**src/rtl/rv_trace_pkg.sv**
```systemverilog
// Shared types for the pipeline trace recorder: FSM states, trigger modes,
// and the packed entry layout {pc, instr, exc, code, idex_valid, exmem_valid}.
package rv_trace_pkg;

  typedef enum logic [1:0] {
    ST_IDLE  = 2'd0,
    ST_ARMED = 2'd1,
    ST_POST  = 2'd2,
    ST_DONE  = 2'd3
  } trace_state_e;

  localparam logic [1:0] TRIG_EXC    = 2'b00;
  localparam logic [1:0] TRIG_PC     = 2'b01;
  localparam logic [1:0] TRIG_MANUAL = 2'b10;
  localparam logic [1:0] TRIG_ANY    = 2'b11;

  // Widest supported fields; actual widths are passed to the helpers below.
  localparam int MAX_XLEN    = 64;
  localparam int MAX_CODE_W  = 8;
  localparam int MAX_ENTRY_W = MAX_XLEN + 32 + MAX_CODE_W + 3;

  localparam int EXMEM_LSB = 0;
  localparam int IDEX_LSB  = 1;
  localparam int CODE_LSB  = 2;

  typedef logic [MAX_ENTRY_W-1:0] entry_raw_t;

  typedef struct packed {
    logic [MAX_XLEN-1:0]   pc;
    logic [31:0]           instr;
    logic                  exc;
    logic [MAX_CODE_W-1:0] code;
    logic                  idex_valid;
    logic                  exmem_valid;
  } trace_entry_t;

  function automatic int exc_lsb(input int code_w);
    return CODE_LSB + code_w;
  endfunction

  function automatic int instr_lsb(input int code_w);
    return CODE_LSB + code_w + 1;
  endfunction

  function automatic int pc_lsb(input int code_w);
    return CODE_LSB + code_w + 33;
  endfunction

  function automatic entry_raw_t field_mask(input int w);
    return {MAX_ENTRY_W{1'b1}} >> (MAX_ENTRY_W - w);
  endfunction

  function automatic entry_raw_t pack_entry(input trace_entry_t e, input int xlen,
                                            input int code_w);
    return ((entry_raw_t'(e.pc) & field_mask(xlen)) << pc_lsb(code_w))
         | (entry_raw_t'(e.instr) << instr_lsb(code_w))
         | (entry_raw_t'(e.exc) << exc_lsb(code_w))
         | ((entry_raw_t'(e.code) & field_mask(code_w)) << CODE_LSB)
         | (entry_raw_t'(e.idex_valid) << IDEX_LSB)
         | entry_raw_t'(e.exmem_valid);
  endfunction

  function automatic trace_entry_t unpack_entry(input entry_raw_t raw, input int xlen,
                                                input int code_w);
    trace_entry_t e;
    e.pc          = MAX_XLEN'((raw >> pc_lsb(code_w)) & field_mask(xlen));
    e.instr       = 32'(raw >> instr_lsb(code_w));
    e.exc         = 1'(raw >> exc_lsb(code_w));
    e.code        = MAX_CODE_W'((raw >> CODE_LSB) & field_mask(code_w));
    e.idex_valid  = 1'(raw >> IDEX_LSB);
    e.exmem_valid = 1'(raw);
    return e;
  endfunction

endpackage

```
**src/rtl/rv_trace_buffer_ram.sv**
```systemverilog
// Trace storage: register array with one synchronous write port and one
// combinational read port.
module trace_ram #(
  parameter int DEPTH = 16,
  parameter int AW    = $clog2(DEPTH),
  parameter int W     = 71
) (
  input  logic          clk,
  input  logic          we,
  input  logic [AW-1:0] waddr,
  input  logic [W-1:0]  wdata,
  input  logic [AW-1:0] raddr,
  output logic [W-1:0]  rdata
);

  logic [W-1:0] mem [DEPTH];

  // NOTE: storage is deliberately left unreset; validity is tracked by count.
  always_ff @(posedge clk) begin
    if (we) mem[waddr] <= wdata;
  end

  assign rdata = mem[raddr];

endmodule

```
**src/rtl/rv_trace_buffer.sv**
```systemverilog
// Pipeline trace recorder: circular capture, trigger with post-trigger window,
// then oldest-first drain over a valid/ready stream.
module rv_trace_buffer
  import rv_trace_pkg::*;
#(
  parameter int XLEN    = 32,
  parameter int CODE_W  = 4,
  parameter int DEPTH   = 16,
  parameter int AW      = $clog2(DEPTH),
  parameter int ENTRY_W = XLEN + 32 + CODE_W + 3
) (
  input  logic               clk,
  input  logic               reset,
  input  logic               arm,
  input  logic [1:0]         trig_mode,
  input  logic [XLEN-1:0]    trig_pc,
  input  logic               trig_force,
  input  logic [AW-1:0]      post_count,
  input  logic               smp_en,
  input  logic [XLEN-1:0]    smp_pc,
  input  logic [31:0]        smp_instr,
  input  logic               smp_exc,
  input  logic [CODE_W-1:0]  smp_code,
  input  logic               smp_idex_valid,
  input  logic               smp_exmem_valid,
  output logic [1:0]         state,
  output logic               triggered,
  output logic [AW:0]        count,
  output logic               rd_valid,
  input  logic               rd_ready,
  output logic [ENTRY_W-1:0] rd_data,
  output logic               rd_last
);

  localparam logic [AW:0] DEPTH_CNT = (AW+1)'(DEPTH);

  trace_state_e state_q, state_d;
  logic [AW-1:0] wptr_q, post_left_q, rptr, raddr;
  logic [AW:0]   count_q, rd_cnt_q;
  logic          triggered_q, force_pend_q;
  logic          trig_hit, fire, we, rd_fire;
  trace_entry_t  cur_entry;
  logic [ENTRY_W-1:0] wr_data, ram_rdata;

  always_comb begin
    cur_entry             = '0;
    cur_entry.pc          = MAX_XLEN'(smp_pc);
    cur_entry.instr       = smp_instr;
    cur_entry.exc         = smp_exc;
    cur_entry.code        = MAX_CODE_W'(smp_code);
    cur_entry.idex_valid  = smp_idex_valid;
    cur_entry.exmem_valid = smp_exmem_valid;
  end

  assign wr_data = ENTRY_W'(pack_entry(cur_entry, XLEN, CODE_W));

  // Oldest entry sits count slots behind the write pointer.
  assign rptr     = wptr_q - count_q[AW-1:0];
  assign raddr    = rptr + rd_cnt_q[AW-1:0];
  assign rd_valid = (state_q == ST_DONE) && (rd_cnt_q < count_q);
  assign rd_last  = rd_valid && (rd_cnt_q == count_q - (AW+1)'(1));
  assign rd_data  = rd_valid ? ram_rdata : '0;
  assign rd_fire  = rd_valid && rd_ready;

  assign we = smp_en && !arm && !reset && (state_q == ST_ARMED || state_q == ST_POST);

  // NOTE: every output of this block gets a default first so no latch is inferred.
  always_comb begin
    trig_hit = 1'b0;
    case (trig_mode)
      TRIG_EXC:    trig_hit = smp_exc;
      TRIG_PC:     trig_hit = (smp_pc == trig_pc);
      TRIG_MANUAL: trig_hit = force_pend_q || trig_force;
      default:     trig_hit = smp_exc || (smp_pc == trig_pc) || force_pend_q || trig_force;
    endcase
    fire = smp_en && (state_q == ST_ARMED) && trig_hit;

    state_d = state_q;
    case (state_q)
      ST_ARMED: if (fire) state_d = (post_count == '0) ? ST_DONE : ST_POST;
      ST_POST:  if (smp_en && post_left_q == AW'(1)) state_d = ST_DONE;
      ST_DONE:  if (rd_fire && rd_last) state_d = ST_IDLE;
      default:  state_d = state_q;
    endcase
    if (arm) state_d = ST_ARMED;
  end

  // NOTE: registers update with non-blocking assignments so all see pre-edge values.
  always_ff @(posedge clk) begin
    if (reset) state_q <= ST_IDLE;
    else       state_q <= state_d;
  end

  always_ff @(posedge clk) begin
    if (reset || arm) begin
      wptr_q       <= '0;
      count_q      <= '0;
      rd_cnt_q     <= '0;
      post_left_q  <= '0;
      triggered_q  <= 1'b0;
      force_pend_q <= 1'b0;
    end else begin
      if (we) begin
        wptr_q <= wptr_q + AW'(1);
        if (count_q != DEPTH_CNT) count_q <= count_q + (AW+1)'(1);
      end
      // A pending manual request survives stalls; any qualified sample consumes it.
      if (state_q == ST_ARMED) begin
        if (smp_en)          force_pend_q <= 1'b0;
        else if (trig_force) force_pend_q <= 1'b1;
      end
      if (fire) begin
        triggered_q <= 1'b1;
        post_left_q <= post_count;
      end else if (state_q == ST_POST && smp_en) begin
        post_left_q <= post_left_q - AW'(1);
      end
      if (rd_fire) rd_cnt_q <= rd_cnt_q + (AW+1)'(1);
    end
  end

  trace_ram #(.DEPTH(DEPTH), .AW(AW), .W(ENTRY_W)) u_ram (
    .clk   (clk),
    .we    (we),
    .waddr (wptr_q),
    .wdata (wr_data),
    .raddr (raddr),
    .rdata (ram_rdata)
  );

  assign state     = state_q;
  assign triggered = triggered_q;
  assign count     = count_q;

endmodule

```
**config.mk**
```make
export PLATFORM = sky130hd
export DESIGN_NAME = rv_trace_buffer
export DESIGN_NICKNAME = d
export VERILOG_FILES = /design/src/rtl/rv_trace_pkg.sv /design/src/rtl/rv_trace_buffer_ram.sv /design/src/rtl/rv_trace_buffer.sv
export SDC_FILE = /design/constraint.sdc
export NUM_CORES = 1
export LEC_CHECK = 0
export ABC_AREA = 0
export CORE_MARGIN = 8
export CORE_UTILIZATION = 63
export CTS_BUF_LIST = sky130_fd_sc_hd__clkbuf_16
export DETAILED_ROUTE_END_ITERATION = 8
export DONT_BUFFER_PORTS = 1
export PLACE_DENSITY = 0.81
export SYNTH_ARGS = -nofsm -noshare
export SYNTH_HDL_FRONTEND = slang
export SYNTH_SLANG_ARGS = --single-unit
```
**constraint.sdc**
```tcl
create_clock -name clk -period 8.6 [get_ports clk]
set_input_delay 1.72 -clock clk [delete_from_list [all_inputs] [get_ports clk]]
set_output_delay 1.72 -clock clk [all_outputs]
set_load 0.02 [all_outputs]
```
==> metrics.cfg <==
[outcome]
outcome=finished clean

[final_layout]
final_common_cell=edfxtp_1
instances_no_fill=3165
n_antenna_cell=0
utilization_pct=70.6
nets=2261
final_cell_mix=edfxtp_1, mux4_2, a211oi_1
fill_cells=3997
drive_above_1_share_pct=24.4
syn2layout_area_growth_pct=11.3

[cts]
ctsLongestPathBuffers=3
cts_tree=built
insertion_delay_ps=670
clkSlewWorstSetupHoldPaths_ps=70
root_buffer=clkbuf_16
cts_hold_buf=0
htree_levels=3
cts_resized=0
post_cts_buffers=0
numCtsBuffers=110
numClockSinks=1158

[synthesis]
synth_top_area_cell=edfxtp_1
synth-edff-count=1136
ys_ff_latch=1158
yosysTopAreaCellShare_pct=75.3
syn_area_per_cell_um2=21.9
synthCells=2069
syn_nets=2210
async_flop_share_pct=0
synthFlopType=edfxtp_1
yosys_warnings=0
ys_seq_area_share_pct=76.3
synth_area_um2=45300
synth_area_leaders=edfxtp_1, mux4_2, a211oi_1
yosysUniqueCellTypes=45

[timing]
fin_tns_setup_ps=0
finalCritPeriodShare_pct=82.2
report.final.hold_viol_count=0
period_minus_slack_ps=7070
max-slew-margin-rel_pct=18.4
fmax_ghz=0.141
rsz0062_at_grt=false
slew_violations=0
setup_viol=0
worstMarginPinSlew_ps=1220
fin_worst_skew_ps=23.9
fin_ws_ps=1530

[drt]
vias_per_cell=6.90
drc=0
wl_per_cell_um=32.8
ant_nets=0
totalWireLength_um=104000
vias=21847
dr.pass1.iters=5
drt_iter0_markers=2460

[job]
cap_viol_max_count=0

[pwr]
leakagePower_uw=0.0160
power.total_uw=11600
power_density_nw_per_um2=231
ir_drop_v=0.000196

[critical_path]
worstPathMaxFanout=61
arrival_ps=5350
end_kind=primary output
crit_type=reg2out
slowest_stage=fa_4
required_ps=6880
setup.worst_path.start_class=register
crit_chain=ha_1 -> inv_1 -> ha_4 -> inv_1 -> fa_4 -> buf_4 -> mux4_2 -> nor2b_1 -> a211oi_1 -> a211oi_1
cp.buffers_inverters=3
cp_top_family=adder cells
cpPeakStageDelay_ps=1500

[global_routing]
grt_pass1_vias=22760
grt_max_degree=132
overflow=0
grt_usage_pct=25.5
grt_pass1_wl_um=152000
antenna_found_initial=0

[floorplan]
start_util_pct=63.4
ioPinCount=196
die_w_um=284
dieArea_um2=80700
coreArea_um2=71400
num_rows=98
die_h_um=284

[placed_design]
io_buffers=0
dp_hpwl_um=52200
placed_cells=2958
place_congestion=0.765
pre_cts_ws_ps=2260

[worst_hold_path]
hold_path.class=reg2reg

-- per-stage QoR --
| step | hold WS (ps) | area [um^2] |
|---|---|---|
| finish | 542 | 50400 |
| global route | 567 | 50400 |
| floorplan | 482 | 45300 |
| detailed placement | 525 | 46600 |
| global placement | 495 | 46600 |
| CTS | 544 | 50400 |
-- final timing paths --
path,from,to,slack (ps),cells past startpoint
max,count[0]$_SDFFE_PP0P_,rd_data[36],1530,10
min,wptr_q[1]$_SDFFE_PP0P_,wptr_q[1]$_SDFFE_PP0P_,540,2
max reg2reg,state[1]$_SDFFE_PP0P_,u_ram.mem[14][43]$_DFFE_PP_,4870,7
min reg2reg,wptr_q[1]$_SDFFE_PP0P_,wptr_q[1]$_SDFFE_PP0P_,540,2
-- cells in the mapped netlist (all sizes together), types with 2 or more instances --
cell type / count
a211oi: 143
a31oi: 2
nand3: 5
nand2: 18
or4: 2
nor4: 6
dfxtp: 22
mux4: 284
nor3: 7
a21oi: 7
xnor2: 39
inv: 22
ha: 23
xor2: 16
mux2i: 76
nand4: 8
a311oi: 3
clkbuf: 60
a21o: 3
o211ai: 2
nor2b: 71
o21ai: 3
fa: 3
nor2: 38
edfxtp: 1136
buf: 57
or3: 2
-- routing by layer --
metal  wire length, um  vias to the layer above  GRT usage (%)  share of wire, %
met5                 0                        -              0                 0
met4              2580                        0           7.62               2.5
met3             10700                      172           6.06                10
met2             52100                     1323           42.1                50
met1             38600                    11552           34.1                37
li1                  -                     8800              -                 -
-- final cells by class --
class                      instances  area (um^2)  area share (%)
tap                              950         1190            2.36
timing repair buffer              56          520            1.03
clock inverter                    96          965            1.91
inverter                          22         82.6           0.164
sequential                      1158        34600            68.6
multi-input combinational        772        10300            20.4
clock buffer                     111         2780            5.51
-- report_power, final --
group / total [uW] / switching [uW] / internal (uW)
logic: 427 / 210 / 217
clock network: 4990 / 2120 / 2870
registers: 6220 / 9.70 / 6210
total: 11600 / 2340 / 9290
-- logic make-up (layout without fill, tap and decap cells) --
group | Yosys count | in the layout | share of synthesized area (%)
fa+ha+maj | 26 | 26 | 0.768
xor+xnor | 55 | 55 | 1.08
simple gates | 162 | 162 | 1.92
buf+inv | 139 | 285 | 1.30
flops | 1158 | 1158 | 76.3
compound gates | 169 | 169 | 2.81
mux | 360 | 360 | 15.8
-- worst min-delay path, cell delays in order, from the launching register on --
cell and delay, ps:
dfxtp_1 350, nand2_1 70, a21oi_1 60
-- flip-flops by register name, indices dropped and copies added, names as in the netlist --
| register | flops |
|---|---|
| u_ram.mem | 1136 |
| count | 5 |
| rd_cnt_q | 5 |
| post_left_q | 4 |
| wptr_q | 4 |
| state | 2 |
| force_pend_q | 1 |
| triggered | 1 |
No activity file was read; power rests on OpenSTA's default activity.
